--- src/rtl/signature_misr_acc_pkg.sv ---
// ---------------------------------------------------------------------------
// misr_pkg
// Shared definitions for the signature MISR accumulator and for anything that
// needs to reproduce its signatures (e.g. the checker's reference model).
//   misr_state_e  : controller states IDLE / RUN / DONE
//   CRC32_POLY    : default feedback polynomial (implicit x^SIG_W term)
//   fold_slices() : XOR-fold of a zero-padded vector into sig_w-bit slices
//   misr_step()   : one MISR shift/feedback/absorb step
// The functions work on fixed maximum-width containers so they can be called
// for any WIDTH <= FOLD_MAX_W and SIG_W <= SIG_MAX_W; unused upper bits are
// expected to be zero on input and are masked on output.
// ---------------------------------------------------------------------------
package misr_pkg;

    localparam int unsigned FOLD_MAX_W = 4096;
    localparam int unsigned SIG_MAX_W  = 64;

    localparam logic [31:0] CRC32_POLY = 32'h04C11DB7;

    typedef enum logic [1:0] {
        IDLE = 2'd0,
        RUN  = 2'd1,
        DONE = 2'd2
    } misr_state_e;

    // Bit i of the input lands in slice bit (i mod sig_w); bits at or above
    // width behave as the zero padding.
    function automatic logic [SIG_MAX_W-1:0] fold_slices(
        input logic [FOLD_MAX_W-1:0] data,
        input int unsigned           width,
        input int unsigned           sig_w
    );
        logic [SIG_MAX_W-1:0] f;
        f = '0;
        if (sig_w != 0) begin
            for (int unsigned i = 0; i < FOLD_MAX_W; i++) begin
                if (i < width) begin
                    f[i % sig_w] = f[i % sig_w] ^ data[i];
                end
            end
        end
        return f;
    endfunction

    // Shift left, apply the polynomial when the outgoing MSB was set, absorb
    // the folded sample. Result is masked to sig_w bits.
    function automatic logic [SIG_MAX_W-1:0] misr_step(
        input logic [SIG_MAX_W-1:0] sig,
        input logic [SIG_MAX_W-1:0] poly,
        input logic [SIG_MAX_W-1:0] fold,
        input int unsigned          sig_w
    );
        logic [SIG_MAX_W-1:0] mask;
        logic                 msb;
        if (sig_w >= SIG_MAX_W) begin
            mask = '1;
        end else begin
            mask = (SIG_MAX_W'(1) << sig_w) - SIG_MAX_W'(1);
        end
        msb = (sig_w == 0) ? 1'b0 : sig[sig_w-1];
        return ((sig << 1) ^ (msb ? poly : '0) ^ fold) & mask;
    endfunction

endpackage

--- src/rtl/signature_misr_acc_if.sv ---
// ---------------------------------------------------------------------------
// signature_misr_acc_if
// Bundles the control/data/result signals of the signature accumulator.
//   start, n_samples   : run request and sample budget (master -> slave)
//   data_valid, data   : sample stream from the module under test
//   busy, done         : run status (done is a one-cycle pulse)
//   signature          : current MISR value
//   sample_count       : samples absorbed in the current/last run
// The master modport is the driver (checker/bench), slave is the accumulator.
// ---------------------------------------------------------------------------
interface signature_misr_acc_if #(
    parameter int WIDTH = 1373,
    parameter int SIG_W = 32,
    parameter int CNT_W = 16
) ();

    logic             start;
    logic [CNT_W-1:0] n_samples;
    logic             data_valid;
    logic [WIDTH-1:0] data;
    logic             busy;
    logic             done;
    logic [SIG_W-1:0] signature;
    logic [CNT_W-1:0] sample_count;

    modport master (
        output start, n_samples, data_valid, data,
        input  busy, done, signature, sample_count
    );

    modport slave (
        input  start, n_samples, data_valid, data,
        output busy, done, signature, sample_count
    );

endinterface

--- src/rtl/signature_misr_acc_fold.sv ---
// ---------------------------------------------------------------------------
// misr_fold
// Combinational XOR fold of a WIDTH-bit vector into SIG_W bits. The input is
// zero-padded at the MSB end to a whole number of SIG_W slices and all slices
// are XORed together.
//   data_i : WIDTH-bit vector to fold
//   fold_o : SIG_W-bit folded result
// ---------------------------------------------------------------------------
module misr_fold #(
    parameter int WIDTH = 1373,
    parameter int SIG_W = 32
) (
    input  logic [WIDTH-1:0] data_i,
    output logic [SIG_W-1:0] fold_o
);

    localparam int NSLICE = (WIDTH + SIG_W - 1) / SIG_W;

    logic [NSLICE*SIG_W-1:0] padded;

    // Padding is built by clearing first, so WIDTH being an exact multiple of
    // SIG_W needs no special case.
    always_comb begin
        padded             = '0;
        padded[WIDTH-1:0]  = data_i;
        fold_o             = '0;
        for (int s = 0; s < NSLICE; s++) begin
            fold_o = fold_o ^ padded[s*SIG_W +: SIG_W];
        end
    end

endmodule

--- src/rtl/signature_misr_acc.sv ---
// ---------------------------------------------------------------------------
// signature_misr_acc
// Folds a wide output vector into a SIG_W-bit MISR signature over a
// programmed number of valid samples, so the checker can compare compact
// signatures instead of full-width outputs.
//   clk   : rising-edge clock
//   rst_n : asynchronous active-low reset
//   bus   : slave side of signature_misr_acc_if
//           start/n_samples/data_valid/data in, busy/done/signature/
//           sample_count out (all outputs registered)
// SIG_W is limited to misr_pkg::SIG_MAX_W (64).
// ---------------------------------------------------------------------------
module signature_misr_acc
    import misr_pkg::*;
#(
    parameter int               WIDTH = 1373,
    parameter int               SIG_W = 32,
    parameter logic [SIG_W-1:0] POLY  = SIG_W'(CRC32_POLY),
    parameter logic [SIG_W-1:0] SEED  = '0,
    parameter int               CNT_W = 16
) (
    input  logic                 clk,
    input  logic                 rst_n,
    signature_misr_acc_if.slave  bus
);

    misr_state_e      state_q;
    logic [SIG_W-1:0] sig_q;
    logic [SIG_W-1:0] sig_d;
    logic [CNT_W-1:0] cnt_q;
    logic [CNT_W-1:0] cnt_d;
    logic [CNT_W-1:0] nsamp_q;
    logic             busy_q;
    logic             done_q;
    logic [SIG_W-1:0] fold_w;

    misr_fold #(
        .WIDTH (WIDTH),
        .SIG_W (SIG_W)
    ) u_fold (
        .data_i (bus.data),
        .fold_o (fold_w)
    );

    // Candidate next signature/count if the current sample is absorbed.
    always_comb begin
        sig_d = SIG_W'(misr_step(SIG_MAX_W'(sig_q), SIG_MAX_W'(POLY),
                                 SIG_MAX_W'(fold_w), SIG_W));
        cnt_d = cnt_q + CNT_W'(1);
    end

    // Controller. IDLE and DONE share start handling so a start in the DONE
    // cycle relaunches directly. A zero budget skips RUN entirely. The run
    // ends on the edge that absorbs the last sample, so cnt_q never wraps.
    always_ff @(posedge clk or negedge rst_n) begin
        if (!rst_n) begin
            state_q <= IDLE;
            sig_q   <= SEED;
            cnt_q   <= '0;
            nsamp_q <= '0;
            busy_q  <= 1'b0;
            done_q  <= 1'b0;
        end else begin
            done_q <= 1'b0;
            case (state_q)
                IDLE, DONE: begin
                    if (bus.start) begin
                        nsamp_q <= bus.n_samples;
                        sig_q   <= SEED;
                        cnt_q   <= '0;
                        if (bus.n_samples == '0) begin
                            state_q <= DONE;
                            done_q  <= 1'b1;
                            busy_q  <= 1'b0;
                        end else begin
                            state_q <= RUN;
                            busy_q  <= 1'b1;
                        end
                    end else if (state_q == DONE) begin
                        state_q <= IDLE;
                    end
                end
                RUN: begin
                    if (bus.data_valid) begin
                        sig_q <= sig_d;
                        cnt_q <= cnt_d;
                        if (cnt_d == nsamp_q) begin
                            state_q <= DONE;
                            done_q  <= 1'b1;
                            busy_q  <= 1'b0;
                        end
                    end
                end
                default: begin
                    state_q <= IDLE;
                    busy_q  <= 1'b0;
                end
            endcase
        end
    end

    assign bus.busy         = busy_q;
    assign bus.done         = done_q;
    assign bus.signature    = sig_q;
    assign bus.sample_count = cnt_q;

endmodule

--- src/flat_wrapper.sv ---
// flat-port wrapper written by rule: the top's interface ports become plain ports
module signature_misr_acc_flat import misr_pkg::*;
#(
    parameter int               WIDTH = 1373,
    parameter int               SIG_W = 32,
    parameter logic [SIG_W-1:0] POLY  = SIG_W'(CRC32_POLY),
    parameter logic [SIG_W-1:0] SEED  = '0,
    parameter int               CNT_W = 16
)
  (clk, rst_n, bus_start, bus_n_samples, bus_data_valid, bus_data, bus_busy, bus_done, bus_signature, bus_sample_count);
  signature_misr_acc_if #(.WIDTH(WIDTH), .SIG_W(SIG_W), .CNT_W(CNT_W)) bus_i ();
  input  logic clk;
  input  logic rst_n;
  input wire logic [$bits(bus_i.start)-1:0] bus_start;
  input wire logic [$bits(bus_i.n_samples)-1:0] bus_n_samples;
  input wire logic [$bits(bus_i.data_valid)-1:0] bus_data_valid;
  input wire logic [$bits(bus_i.data)-1:0] bus_data;
  output wire logic [$bits(bus_i.busy)-1:0] bus_busy;
  output wire logic [$bits(bus_i.done)-1:0] bus_done;
  output wire logic [$bits(bus_i.signature)-1:0] bus_signature;
  output wire logic [$bits(bus_i.sample_count)-1:0] bus_sample_count;
  assign bus_i.start = bus_start;
  assign bus_i.n_samples = bus_n_samples;
  assign bus_i.data_valid = bus_data_valid;
  assign bus_i.data = bus_data;
  assign bus_busy = bus_i.busy;
  assign bus_done = bus_i.done;
  assign bus_signature = bus_i.signature;
  assign bus_sample_count = bus_i.sample_count;
  signature_misr_acc #(.WIDTH(WIDTH), .SIG_W(SIG_W), .POLY(POLY), .SEED(SEED), .CNT_W(CNT_W)) u_core (.clk(clk), .rst_n(rst_n), .bus(bus_i));
endmodule
--- config.mk ---
export PLATFORM = sky130hd
export DESIGN_NAME = signature_misr_acc_flat
export DESIGN_NICKNAME = d
export VERILOG_FILES = /design/src/rtl/signature_misr_acc_pkg.sv /design/src/rtl/signature_misr_acc_if.sv /design/src/rtl/signature_misr_acc_fold.sv /design/src/rtl/signature_misr_acc.sv /design/src/flat_wrapper.sv
export SDC_FILE = /design/constraint.sdc
export NUM_CORES = 1
export LEC_CHECK = 0
export CAP_MARGIN = 30
export CELL_PAD_IN_SITES_DETAIL_PLACEMENT = 1
export CELL_PAD_IN_SITES_GLOBAL_PLACEMENT = 1
export CORE_AREA = 2 2 562 564
export CTS_BUF_LIST = sky130_fd_sc_hd__clkbuf_8
export CTS_CLUSTER_DIAMETER = 100
export DETAILED_ROUTE_END_ITERATION = 8
export DIE_AREA = 0 0 564 566
export GPL_TIMING_DRIVEN = 0
export HOLD_SLACK_MARGIN = 0.06
export PLACE_DENSITY = 0.3
export SETUP_SLACK_MARGIN = 0.15
export SLEW_MARGIN = 20
export SYNTH_ARGS = -nofsm -noshare
export SYNTH_HDL_FRONTEND = slang
export SYNTH_SLANG_ARGS = --single-unit
--- constraint.sdc ---
create_clock -name clk -period 3.9 [get_ports clk]
set_input_delay 0.975 -clock clk [delete_from_list [all_inputs] [get_ports clk]]
set_output_delay 0.975 -clock clk [all_outputs]
set_load 0.005 [all_outputs]
==> flow_metrics.tcl <==
set metrics [dict create \
    status "finished, final reports clean" \
    path_cells "clkdlybuf4s50_1, xor2_1, xnor2_1, xnor2_1, xnor2_1, xnor2_1, xnor2_1, o21ai_0" \
    die_h_um 566 \
    cts_hold_buffers 0 \
    synth_top_area_share_pct 69.9 \
    fill_cells 37100 \
    postCtsSetupBuffers 0 \
    crit_arrival_ns 3.35 \
    io_buffers 1442 \
    drt_wl_total_um 157000 \
    area_delta_synth_final_pct 131 \
    syn-num-nets 3132 \
    critical_path_class "in2reg" \
    rr_startpoint "u_core.bus.signature[31]" \
    insertion_delay_ns 0.50 \
    grt_pass1_wl_um 194000 \
    met1_length_um 54900 \
    dp_hpwl_um 148000 \
    synth-edff-count 0 \
    synthArstFlopShare_pct 100 \
    timing.final.hold_violations 0 \
    power_w 0.0125 \
    netlist_area_um2 15400 \
    antenna_found_initial 88 \
    dieArea_um2 319000 \
    drv_cap 0 \
    setup_viol 0 \
    place.gp.congestion 0.786 \
    num_io_pins 1443 \
    instances_no_fill 7394 \
    grt_usage_pct 9.48 \
    core_area_um2 313000 \
    initial_core_util_pct 4.92 \
    fp.dieW_um 564 \
    setup.worst_path.start_class "primary input" \
    ir_worst_vdd_mv 0.176 \
    min_period_over_period_pct 76.2 \
    max_stage_delay_ns 0.66 \
    critPathTopFamily "XOR/XNOR gates" \
    slew_viol_final 0 \
    top_layer_used "met5" \
    cts_buffer_depth 2 \
    crit_path_frequent_cell "xnor2_1" \
    drt_iter0_markers 361 \
    rsz0062_at_grt "no" \
    rows 206 \
    synth_seq_cells 68 \
    cp_max_fo 1 \
    crit_required_ns 4.28 \
    grt.overflow.total 0 \
    max_slew.worst_pin.slew_ns 0.936 \
    first_global_vias 19400 \
    synth_ff_type "dfrtp_1" \
    final_nets 4595 \
    power.density_nw_per_um2 351 \
    synthTopCellsByCount "1,231 x xnor2_1, 179 x xor2_1, 84 x nand2_1, 68 x dfrtp_1, 58 x o21ai_0" \
    reg2reg_slack_ns 0.93 \
    place_inst 7350 \
    r2r_cells 9 \
    final_layout_size_suffix_gt1_share_pct 2.03 \
    wl_met3_um 15600 \
    ys_types 40 \
    p_leak_nw 10.6 \
    max_freq_ghz 0.336 \
    wire_per_inst_um 21.3 \
    drc_errors 0 \
    synth_cells 1738 \
    yosysWarnings 0 \
    cts-root-buf "clkbuf_8" \
    tritoncts "built" \
    cts.htree.levels 3 \
    dr.pass1.iters 5 \
    cp_num_buf_inv 1 \
    end_kind "flip-flop" \
    post_cts_resized 0 \
    yosysMostFrequentCell "xnor2_1" \
    hp-class "in2async" \
    slowest_stage "xor2_1" \
    slew_headroom_pct 37.4 \
    via_per_inst 2.31 \
    ys_seq_area_share_pct 11.0 \
    layout_min_cycle_time_ns 2.97 \
    ant_nets 0 \
    clk_pin_slew_ns 0.13 \
    yosys-top-cells-area "xnor2_1 70%, dfrtp_1 11%, xor2_1 10%" \
    synth_area_leader_cell "xnor2_1" \
    cts.sinks 68 \
    synth_area_per_cell_um2 8.87 \
    grt_max_degree 38 \
    wl_met2_um 83200 \
    timing.rr.end "u_core.bus.signature[22]" \
    cts-buffers-inserted 9 \
    vias 17100 \
    skew_ns 0.0473 \
]
## power by group
group | internal [W] | switching, W
registers | 0.00101 | 0.000455
logic | 0.00525 | 0.00493
clock network | 0.000319 | 0.000507
total | 0.00658 | 0.00589
## cells in the final DEF (no fill, tap or decap), drive strengths merged, types with 3 or more instances in the layout
master	count
a21oi	7
and2	6
and3	4
and4	5
buf	21
clkbuf	25
clkdlybuf4s50	1441
clkinv	3
dfrtp	68
diode	28
mux2i	4
nand2	84
nand2b	3
nand3	25
nand4	4
nor2	7
nor4	4
o21ai	58
o31ai	6
xnor2	1231
xor2	179
## logic make-up after synthesis
group,share of synthesized area [%]
XOR/XNOR,80.1
AND/OR/NAND/NOR,4.53
AO/OA/AOI/OAI,2.97
flip-flops,11.0
buffers and inverters,1.04
multiplexers,0.260
adder cells (fa/ha/maj),0.0811
## stage by stage
step,utilization [%],worst slack (ns),cell area (um2),setup TNS (ns),hold slack (ns)
finish,11.3,0.927,35500,0,0.414
global route,11.3,0.609,35500,0,0.348
CTS,11.3,0.562,35500,0,0.284
detailed placement,11.3,-0.00949,35300,-0.00949,0.491
global placement,11.2,-2.65,35100,-188.52,0.482
floorplan,-,1.73,15400,0,0.463
## worst max path at each step
stage	depth (start not counted)	slack [ns]	start	end
floorplan	10	1.73	u_core.bus.sample_count[0]	u_core.bus.done
global placement	1	-2.65	rst_n	u_core.bus.signature[21]
detailed placement	8	-0.009	bus_data[598]	u_core.bus.signature[22]
CTS	9	0.56	u_core.bus.signature[31]	u_core.bus.signature[22]
global route	9	0.61	u_core.bus.signature[31]	u_core.bus.signature[22]
finish	8	0.93	bus_data[534]	u_core.bus.signature[22]
## layer usage
metal  up-vias  global-route usage, %
met4        36                   2.27
li1       8334                      -
met1      7579                   9.30
met3       148                   3.84
met5         -                      0
met2       981                   18.2
## cell type report
| cell class | instances | area (um2) | area share, % |
|---|---|---|---|
| antenna | 28 | 70.1 | 0.197 |
| inverter | 1 | 3.75 | 0.0106 |
| sequential | 68 | 1700 | 4.79 |
| buffer | 25 | 168 | 0.472 |
| tap | 4160 | 5200 | 14.6 |
| clock inverter | 6 | 72.6 | 0.204 |
| timing repair buffer | 1452 | 14600 | 41.0 |
| multi-input combinational | 1644 | 13600 | 38.3 |
| clock buffer | 10 | 138 | 0.387 |
## flip-flops by register name, summed over array words and instances (netlist names)
register / flops
u_core.bus.busy: 1
u_core.bus.done: 1
u_core.bus.sample_count: 16
u_core.bus.signature: 32
u_core.nsamp_q: 16
u_core.state_q: 2
No activity file was read; power rests on OpenSTA's default activity.
